<file path="src/rtl/mdu_scheduler.sv">
// Issue controller for the EX-stage multiply/divide unit: start/load/revoke strobes, latency timing
// and stall request. Define MDU_REVOKE_EN to enable undoing a just-issued op on an exception.
module mdu_scheduler #(
  parameter int unsigned MUL_LAT = 5,
  parameter int unsigned DIV_LAT = 10,
  parameter int unsigned CNT_W   = 4
) (
  input  logic             clk,
  input  logic             reset,
  input  logic             op_valid,
  input  logic [2:0]       op_type,
  input  logic             revoke_req,
  output logic             mul_calculate,
  output logic [1:0]       mul_ctrl,
  output logic             mul_load_HI,
  output logic             mul_load_LO,
  output logic             mul_revoke,
  output logic             busy,
  output logic             stall_req,
  output logic [CNT_W-1:0] count
);

  typedef enum logic [0:0] {StIdle, StBusy} state_e;

  localparam logic [CNT_W-1:0] MulLatCnt = CNT_W'(MUL_LAT);
  localparam logic [CNT_W-1:0] DivLatCnt = CNT_W'(DIV_LAT);
  localparam logic [CNT_W-1:0] CntOne    = CNT_W'(1);

  state_e           state_q;
  logic [CNT_W-1:0] count_q;
  logic             revoke_eff;
  logic             go;

`ifdef MDU_REVOKE_EN
  logic last_issue_q;
  // Only an op we strobed last cycle is in MEM and can be undone.
  assign revoke_eff = revoke_req & last_issue_q & ~reset;
`else
  logic unused_revoke;
  assign unused_revoke = revoke_req;
  assign revoke_eff    = 1'b0;
`endif

  assign busy      = (state_q == StBusy);
  assign count     = count_q;
  assign stall_req = op_valid & busy;
  assign go        = op_valid & ~busy & ~revoke_eff & ~reset;

  always_comb begin
    mul_calculate = 1'b0;
    mul_ctrl      = 2'b00;
    mul_load_HI   = 1'b0;
    mul_load_LO   = 1'b0;
    mul_revoke    = revoke_eff;
    if (go) begin
      unique case (op_type)
        3'd0, 3'd1, 3'd2, 3'd3: begin
          mul_calculate = 1'b1;
          mul_ctrl      = {op_type[1], ~op_type[0]};
        end
        3'd4:    mul_load_HI = 1'b1;
        3'd5:    mul_load_LO = 1'b1;
        default: ;
      endcase
    end
  end

  always_ff @(posedge clk) begin
    if (reset) begin
      state_q <= StIdle;
      count_q <= '0;
`ifdef MDU_REVOKE_EN
      last_issue_q <= 1'b0;
`endif
    end else begin
`ifdef MDU_REVOKE_EN
      last_issue_q <= mul_calculate | mul_load_HI | mul_load_LO;
`endif
      if (revoke_eff) begin
        state_q <= StIdle;
        count_q <= '0;
      end else begin
        unique case (state_q)
          StIdle: begin
            if (mul_calculate) begin
              state_q <= StBusy;
              count_q <= op_type[1] ? DivLatCnt : MulLatCnt;
            end
          end
          StBusy: begin
            if (count_q == CntOne) begin
              state_q <= StIdle;
              count_q <= '0;
            end else begin
              count_q <= count_q - CntOne;
            end
          end
          default: begin
            state_q <= StIdle;
            count_q <= '0;
          end
        endcase
      end
    end
  end

endmodule

</file>
<file path="config.mk">
export PLATFORM = sky130hd
export DESIGN_NAME = mdu_scheduler
export DESIGN_NICKNAME = d
export VERILOG_FILES = /design/src/rtl/mdu_scheduler.sv
export SDC_FILE = /design/constraint.sdc
export NUM_CORES = 1
export LEC_CHECK = 0
export CAP_MARGIN = 20
export CORE_AREA = 4 4 41 43
export CTS_CLUSTER_DIAMETER = 60
export DETAILED_ROUTE_END_ITERATION = 8
export DIE_AREA = 0 0 45 47
export GPL_ROUTABILITY_DRIVEN = 1
export GPL_TIMING_DRIVEN = 0
export HOLD_SLACK_MARGIN = 0.03
export PLACE_DENSITY = 0.58
export SLEW_MARGIN = 20
export SYNTH_ARGS = -nofsm -noshare
export SYNTH_HDL_FRONTEND = slang
export SYNTH_SLANG_ARGS = --single-unit
</file>
<file path="constraint.sdc">
create_clock -name clk -period 2.2 [get_ports clk]
set_input_delay 0.33 -clock clk [delete_from_list [all_inputs] [get_ports clk]]
set_output_delay 0.33 -clock clk [all_outputs]
set_load 0.01 [all_outputs]
</file>
==> Word level (Yosys, flattened, before mapping) <==
Cells that the tools add are included.
{ "word_totals": {"output_inout_bits": 12, "elab_cells": 33, "register_bits": 5} }
{ "classes": {"mux": 15, "bitwise_logic": 6, "reduce_logical": 2, "n_eq_ne": 7, "addsub": 1} }
{ "ops": {"columns": ["op", "count"], "rows": [
  ["$mux 4", 3],
  ["$mux 1", 8],
  ["$pmux 4 s2", 1],
  ["$eq 3x2->1 const B", 2],
  ["$eq 3x3->1 const B", 2],
  ["$eq 4x1->1 const B", 1],
  ["$mux 2", 2],
  ["$reduce_or 4->1", 1],
  ["$sub 4x1->4 const B", 1],
  ["$and 1x1->1", 3],
  ["$eq 3x1->1 const B", 1],
  ["$logic_not 3->1", 1],
  ["$not 1->1", 3],
  ["$ne 2x2->1 const B", 1],
  ["$pmux 1 s2", 1]
]} }

==> Longest topological paths before layout <==
Gate-level depths: netlist of run 1.
{ "logic_depth": {"ltp_word": 6, "ltp_mapped": 5, "depth_no_buf": 5} }

==> Worst setup path before layout of run 1 <==
Ideal clock, no wire load.
{ "synth_timing": {"path_type": "register -> output", "start": "register state_q (netlist: busy)", "end": "output mul_ctrl[1]", "slack_ns": 0.589, "path_stages_with_launch": 6, "t_arrival_ns": 1.281, "n_path_buf": 1, "cell_sequence": "dfxtp_1 > or4b_1 > buf_2 > clkinv_2 > nand2_1 > inv_1"} }
{ "synth_between": {"elab_chain_cells": 4} }
{ "synth_lines": {"columns": ["item", "line", "source"], "rows": [
  ["start: declaration", "29", "state_e state_q;"],
  ["start signal: assignment", "70", "state_q <= StIdle;"],
  ["start signal: assignment", "80", "state_q <= StIdle;"],
  ["start signal: assignment", "86", "state_q <= StBusy;"],
  ["$not 1->1", null, null],
  ["$and 1x1->1 (2 in series)", "47", "assign go = op_valid & ~busy & ~revoke_eff & ~reset;"],
  ["$mux 2", "55", "if (go) begin"],
  ["end: declaration", "14", "output logic [1:0] mul_ctrl,"]
]} }
Every way passes these cells.

==> Final worst setup path of run 1 <==
{ "layout_timing": {"start": "input op_type[2]", "end": "output mul_ctrl[0]"} }
{ "layout_between": {"elab_chain_cells": 4, "elab_cells_between_ends": 7} }
{ "layout_lines": {"columns": ["item", "line", "source"], "rows": [
  ["start: declaration", "11", "input logic [2:0] op_type,"],
  ["$eq 3x1->1 (tied with other cells)", "56", "unique case (op_type)"],
  ["$reduce_or 4->1 (*)", "56", null],
  ["$mux 2 (*)", "56", null],
  ["$mux 2 (*)", "55", null]
]} }
Mark *: on every way between the ends. The rest lies on a longest branch, timed or not.

==> out/metrics.csv, run 1 <==
metric,value,unit
"EDFF count, synth",0,
status,"finished, final reports clean",
Top delay family on crit path,buffers and inverters,
Starting Density,26.8,%
clock transition at the registers of the reported paths,0.04,ns
DR vias/cell,4.81,
Skew-Pair Late Insertion Delay,0.24,ns
Critical Path Stages,5,
grt ovf,0,
Rows,13,
full die area,2120,um2
Tmin final,2.11,ns
clk_skew,0.00257,ns
area of the multi-input gates,223,um2
Core ar.,1300,um2
"commonest non-fill, non-tap cell in the layout",clkdlybuf4s50_1,
area grow syn2layout,61.6,%
total number of vias,385,
Crit path required time,1.87,ns
Pwr Density,519,nW/um2
Final #Nets,75,
Yosys reg bits,5,
CTS root buf,clkbuf_4,
worst-path cell chain,clkdlybuf4s50_1 -> or4b_4 -> buf_6 -> nor2_1 -> dlygate4sd2_1,
Filler cells,148,
"Cell Area, Synth",349,um2
Tot GR Track Use,9.96,%
Peak Freq,474,MHz
"Arr. time, crit path",1.78,ns
crit share post-route,96.0,%
Synth top area share,28.7,%
GP Congestion,0.653,
RSZ-0062 raised after global routing,false,
reg2reg start,busy$_SDFF_PP0_,
initial antenna violation count,0,
boundary pin count,19,
post-CTS setup buffers,0,
"Slew Viols, Final",0,
Iteration-0 DRC Markers,4,
proportion of layout cells with a drive suffix above 1,16.9,%
sequential element share of the synthesized area,28.7,%
# diodes,0,
global-route wire length before repair,1.48,mm
Synth Warn #,0,
Crit. End Element,primary output,
worst-case reg-to-reg path depth,5,
Non-Filler Instances,80,
slowest CP cell,or4b_4,
critical path launch point,op_type[2],
Initial DRT Pass Iterations,4,
post-DP HPWL,689,um
Placed Cells incl. Taps,76,
most frequent cells in the layout,"clkdlybuf4s50_1, inv_1, dfxtp_1",
Clock Tree Buf Depth,2,
syn avg cell area,7.76,um2
Startpoint Class,input pin,
largest net degree at the start of global routing,11,
DIE HEIGHT,47,um
die width,45,um
syn nets,54,
reg2reg end,count[0]$_SDFFE_PP0P_,
Final ANT Viol Nets,0,
"reg-to-reg slack, setup",0.68,ns
clock sinks,5,
Lkg Pwr,0.000246,uW
cell count of the worst hold path,2,
ys async rst share,0,%
DRT Wirelength,932,um
register area,100,um2
port buffer count,16,
post-cts hold buffer count,0,
CP max FO,6,
CTS tree,built,
Synth cell types,24,
drt wl/cell,11.7,um
Main synth FF type,dfxtp_1,
setup ws final,0.0889,ns
Worst Hold End,count[1]$_SDFFE_PP0P_,
Fin. Hold Viols,0,
CP bufs+invs,3,
synth top area cells,"dfxtp_1, a211oi_1, ha_1, nor2b_1, a31oi_1",
VDD IR max,0.209,mV
Hold Path Class,register to register,
# setup viols final,0,
post-synth top area cell,dfxtp_1,
Worst path max stage delay,0.52,ns
number of global-route vias before repair,349,
# DRC,0,
H-tree Lvls,1,
hold path startpoint,count[1]$_SDFFE_PP0P_,
Num CTS Buffers,3,
Max Cap Viol,0,
"worst slack, placed",-0.412,ns
Setup CP Type,input pin to primary output,
Cells after Synth,45,
[layer usage]
layer  global-route usage, %  share of wire [%]  routed length, um
met5                       0                  0                  0
met2                    14.1                 40                373
met3                    2.30                8.7                 81
met4                    10.5                5.2                 48
met1                    11.8                 46                428
[what timing repair did]
item	CTS	global route
endpoints found under the setup margin	5	4
resized for setup	6	7
gates cloned	0	0
pin swaps	0	0
[worst reg2reg max path, delay by kind of cell, from the launching register on]
family | cells | cell delay (ns)
compound gates | 2 | 0.27
buf+inv | 2 | 0.20
flops | 1 | 0.40
simple gates | 1 | 0.57
[state kept, by name, summed over array words and instances, names as in the netlist]
signal and flops:
count 4, busy 1
[power by group]
group	internal (uW)	total (uW)	switching [uW]
clock	68.7	108	38.9
combinational	42.4	74.5	32.1
sequential	98.4	111	12.3
total	209	293	83.3
[kinds of logic after synthesis]
kind of cell / after synthesis / synth area share [%]
AND/OR/NAND/NOR: 17 / 28.3
AO/OA/AOI/OAI: 11 / 21.5
buffers and inverters: 8 / 10.4
flip-flops: 5 / 28.7
adder cells (fa/ha/maj): 2 / 7.17
multiplexers: 1 / 2.87
other: 1 / 1.07
[how the worst max path moves through the flow]
stage             endpoint  slack, ns
3_3_place_gp   mul_ctrl[1]      -0.41
3_5_place_dp   mul_ctrl[1]      -0.41
5_1_grt        mul_load_HI      0.006
4_1_cts        mul_ctrl[1]      0.002
2_1_floorplan  mul_ctrl[1]       0.59
6_report       mul_ctrl[0]       0.09
[cell type report]
cell class / count / share of cell area [%]
Buffer: 2 / 3.33
Clock buffer: 4 / 4.66
Inverter: 6 / 4.21
Multi-Input combinational cell: 32 / 39.5
Sequential cell: 5 / 17.7
Tap cell: 15 / 3.33
Timing Repair Buffer: 16 / 27.3
[per-stage QoR]
| step | power, uW | utilization [%] | instance area (um2) | setup TNS [ns] | hold WS [ns] |
|---|---|---|---|---|---|
| final | 293 | 43.4 | 564 | 0 | 0.544 |
| after detailed placement | 187 | 40.6 | 528 | -0.944 | 0.531 |
| after global placement | 187 | 40.6 | 528 | -0.981 | 0.545 |
| after CTS | 294 | 42.4 | 552 | 0 | 0.542 |
| after global routing | 311 | 43.4 | 564 | 0 | 0.581 |
| after floorplan | 147 | - | 349 | 0 | 0.399 |
[Yosys cell counts, drive strengths merged (2+ instances only)]
cell type  instances
a211oi             4
a31oi              3
and2               2
buf                2
dfxtp              5
ha                 2
inv                5
nand2              2
nand3              2
nor2               2
nor2b              4
o21ai              2
No activity file was read; power rests on OpenSTA's default activity.
==> inputs of run 2 (changes only) <==
PLACE_DENSITY = 0.6   (was 0.58)
clock period = 1.7 ns   (was 2.2 ns; I/O delays follow)
==> out/metrics.csv, run 2 (synthesized netlist as in run 1, its figures left out) <==
metric,value,unit
GP Congestion,0.716,
DIE HEIGHT,47,um
Crit. End Element,primary output,
Fin. Hold Viols,0,
clk_skew,0.00481,ns
"Core Util, Final",44.2,%
Starting Density,26.8,%
hold_ws,0.388,ns
"Arr. time, crit path",1.39,ns
DRT Wirelength,950,um
initial antenna violation count,0,
"Slew Viols, Final",0,
Final #Nets,78,
Tot GR Track Use,10.6,%
CTS root buf,clkbuf_4,
most frequent cells in the layout,"clkdlybuf4s50_1, buf_4",
Skew-Pair Late Insertion Delay,0.24,ns
Pwr Density,664,nW/um2
largest net degree at the start of global routing,10,
Final ANT Viol Nets,0,
CTS tree,built,
post-DP HPWL,713,um
Num CTS Buffers,3,
die width,45,um
Core ar.,1300,um2
Final Cell Area,576,um2
RSZ-0062 raised after global routing,false,
"commonest non-fill, non-tap cell in the layout",clkdlybuf4s50_1,
H-tree Lvls,1,
Startpoint Class,register,
Lkg Pwr,0.000264,uW
Initial DRT Pass Iterations,3,
Peak Freq,607,MHz
crit share post-route,96.9,%
Hold Path Class,input pin to register,
Tmin final,1.65,ns
Setup CP Type,register to primary output,
area grow syn2layout,64.9,%
port buffer count,16,
clock sinks,5,
Filler cells,151,
number of global-route vias before repair,402,
boundary pin count,19,
grt ovf,0,
clock transition at the registers of the reported paths,0.04,ns
drt wl/cell,11.4,um
# diodes,0,
Placed Cells incl. Taps,76,
placed cell area,528,um2
Crit path required time,1.44,ns
Clock Tree Buf Depth,2,
total number of vias,397,
DR vias/cell,4.78,
# DRC,0,
# setup viols final,0,
VDD IR max,0.289,mV
Max Cap Viol,0,
Non-Filler Instances,83,
Final TNS setup,0,ns
Largest register FFs,4,
status,"finished, final reports clean",
CP max FO,4,
global-route wire length before repair,1.61,mm
full die area,2120,um2
Iteration-0 DRC Markers,8,
proportion of layout cells with a drive suffix above 1,32.4,%
Rows,13,
==> run 2: report_power, final <==
group / switching, uW / total, uW / internal [uW]
logic: 45.8 / 102 / 55.8
registers: 13.4 / 140 / 127
clock network: 51.8 / 141 / 89.0
total: 111 / 382 / 271
==> run 2: timing repair <==
| action | in CTS | in global routing |
|---|---|---|
| endpoints found under the hold margin | 0 | 0 |
| gates cloned | 0 | 0 |
| setup endpoints to repair | 6 | 6 |
| hold buffers | 0 | 0 |
| gates resized for setup | 27 | 6 |
| pin swaps | 3 | 1 |
| buffers inserted | 4 | 0 |
==> run 2: worst max-delay path, stage by stage, from the launching register on <==
cell      delay [ns]
dfxtp_4         0.34
or4b_4          0.53
clkinv_4        0.07
nand2_2         0.06
inv_2           0.04
buf_2           0.11
==> run 2: area by class of cell <==
type                       instances  area [um2]  area share, %
buffer                             1        7.51           1.30
clock buffer                       4        26.3           4.57
inverter                           6        27.5           4.78
multi-input combinational         32         225           39.1
sequential                         5         104           18.0
tap                               15        18.8           3.26
timing repair buffer              20         166           28.9
==> run 2: worst paths after layout <==
check / from / to / slack, ns / cells past startpoint
max: busy$_SDFF_PP0_ / mul_ctrl[1] / 0.05 / 5
min: reset / busy$_SDFF_PP0_ / 0.39 / 2
max reg2reg: busy$_SDFF_PP0_ / count[0]$_SDFFE_PP0P_ / 0.32 / 4
min reg2reg: count[1]$_SDFFE_PP0P_ / count[1]$_SDFFE_PP0P_ / 0.55 / 2
==> run 2: stage by stage <==
stage / setup slack, ns / total power (uW)
2_1_floorplan: 0.164 / 190
3_3_place_gp: -0.783 / 241
3_5_place_dp: -0.779 / 241
4_1_cts: -0.0638 / 386
5_1_grt: 0.00500 / 407
6_report: 0.0531 / 382
==> run 2: layer usage <==
layer	wire, um	track usage, %	part of all wire [%]	vias up
met2	458	17.8	48	17
met5	0	0	0	-
li1	-	-	-	199
met4	0	5.26	0	0
met3	59	3.07	6.2	0
met1	432	12.4	45	181
==> inputs of run 3 (changes only) <==
CAP_MARGIN = unset   (was 20)
GPL_TIMING_DRIVEN = unset   (was 0)
==> out/metrics.csv, run 3 (synthesized netlist as in run 1, its figures left out) <==
metric,value,unit
Clock Tree Buf Depth,2,
crit share post-route,96.5,%
GP Congestion,0.661,
Final Cell Area,629,um2
# setup viols final,0,
CP bufs+invs,3,
number of global-route vias before repair,418,
global-route wire length before repair,1.70,mm
clock transition at the registers of the reported paths,0.04,ns
CTS tree,built,
hold path startpoint,reset,
Setup CP Type,register to primary output,
"reg-to-reg slack, setup",0.15,ns
hold_ws,0.483,ns
Iteration-0 DRC Markers,5,
"Arr. time, crit path",1.39,ns
# diodes,0,
Top delay family on crit path,simple AND/OR/NAND/NOR gates,
Starting Density,26.8,%
Pwr Density,627,nW/um2
Rows,13,
DIE HEIGHT,47,um
Peak Freq,610,MHz
reg2reg end,count[3]$_SDFFE_PP0P_,
drt wl/cell,11.3,um
placed cell area,576,um2
clock sinks,5,
H-tree Lvls,1,
Initial DRT Pass Iterations,5,
cell count of the worst hold path,3,
CTS root buf,clkbuf_4,
Max Cap Viol,0,
Final #Nets,84,
VDD IR max,0.267,mV
Largest register FFs,4,
full die area,2120,um2
Crit path required time,1.44,ns
CP max FO,3,
DR vias/cell,4.91,
Skew-Pair Late Insertion Delay,0.24,ns
port buffer count,16,
status,"finished, final reports clean",
total number of vias,437,
Filler cells,139,
Final ANT Viol Nets,0,
Non-Filler Instances,89,
Fin. Hold Viols,0,
reg2reg start,busy$_SDFF_PP0_,
Startpoint Class,register,
Crit. End Element,primary output,
Tot GR Track Use,11.2,%
Tot Pwr,395,uW
DRT Wirelength,1.00,mm
most frequent cells in the layout,"buf_4, clkdlybuf4s50_1, inv_1, a211oi_1, dfxtp_1",
area grow syn2layout,80.3,%
Num CTS Buffers,3,
slowest CP cell,or4b_4,
post-cts hold buffer count,0,
"Slew Viols, Final",0,
worst-case reg-to-reg path depth,5,
grt ovf,0,
boundary pin count,19,
Tmin final,1.64,ns
# DRC,0,
post-DP HPWL,786,um
"commonest non-fill, non-tap cell in the layout",buf_4,
worst-path cell chain,or4b_4 -> clkinv_4 -> nand2_2 -> inv_2 -> buf_6,
die width,45,um
Core ar.,1300,um2
"Core Util, Final",48.4,%
clk_skew,0.000829,ns
Placed Cells incl. Taps,82,
Lkg Pwr,0.000295,uW
largest net degree at the start of global routing,10,
proportion of layout cells with a drive suffix above 1,36.5,%
Hold Path Class,input pin to register,
Worst path max stage delay,0.56,ns
initial antenna violation count,0,
Worst Hold End,busy$_SDFF_PP0_,
## run 3: cell types whose count changed in the layout (fill, tap and decap cells not counted), sizes merged
cell	before	now
buf	8	14
dlygate4sd2	2	3
clkbuf	6	5
## run 3: worst reg2reg max path: cells and delay by family, from the launching register on
family,cells,cell delay (ns)
compound gates,2,0.27
flops,1,0.31
simple gates,1,0.56
buf+inv,2,0.29
## run 3: stage by stage
| stage | worst slack [ns] | TNS (ns) |
|---|---|---|
| 3_5_place_dp | -0.560 | -2.63 |
| 4_1_cts | 0.0110 | 0 |
| 6_report | 0.0597 | 0 |
| 5_1_grt | -0.0235 | -0.0235 |
| 3_3_place_gp | -0.540 | -2.57 |
| 2_1_floorplan | 0.164 | 0 |
## run 3: worst max-delay path by stage
stage | from | end | slack (ns) | cells past startpoint
2_1_floorplan | busy$_SDFF_PP0_ | mul_ctrl[1] | 0.16 | 5
3_3_place_gp | op_type[2] | mul_ctrl[1] | -0.54 | 6
3_5_place_dp | op_type[2] | mul_ctrl[1] | -0.56 | 6
4_1_cts | busy$_SDFF_PP0_ | stall_req | 0.01 | 3
5_1_grt | busy$_SDFF_PP0_ | mul_load_LO | -0.02 | 4
6_report | busy$_SDFF_PP0_ | mul_ctrl[1] | 0.06 | 5
## run 3: power breakdown
| group | switching [uW] | internal [uW] | total [uW] | leakage [uW] |
|---|---|---|---|---|
| Sequential | 13.5 | 128 | 141 | 0.0000414 |
| Clock | 50.3 | 88.8 | 139 | 0.0000150 |
| Combinational | 49.7 | 64.7 | 114 | 0.000238 |
| Total | 114 | 281 | 395 | 0.000295 |
## run 3: area by class of cell
| type | count | area (um2) | share of cell area [%] |
|---|---|---|---|
| flip-flops and latches | 5 | 101 | 16.1 |
| well taps | 15 | 18.8 | 2.98 |
| clock buffers | 4 | 26.3 | 4.17 |
| repair buffers | 27 | 228 | 36.2 |
| inverters | 6 | 27.5 | 4.37 |
| multi-input cells | 32 | 228 | 36.2 |
## run 3: routing by layer
layer  up-vias  global-route usage [%]  wire length, um
met3         3                    4.60              101
li1        212                       -                -
met2        22                    17.2              438
met1       200                    12.3              439
met4         0                    8.77               23
met5         -                       0                0
## run 3: repair_timing
item / 4_1_cts / 5_1_grt
hold endpoints to repair: 0 / 0
setup endpoints to repair: 6 / 4
setup buffers: 2 / 1
gates cloned: 0 / 0
gates resized for setup: 19 / 10
pin swaps: 1 / 1
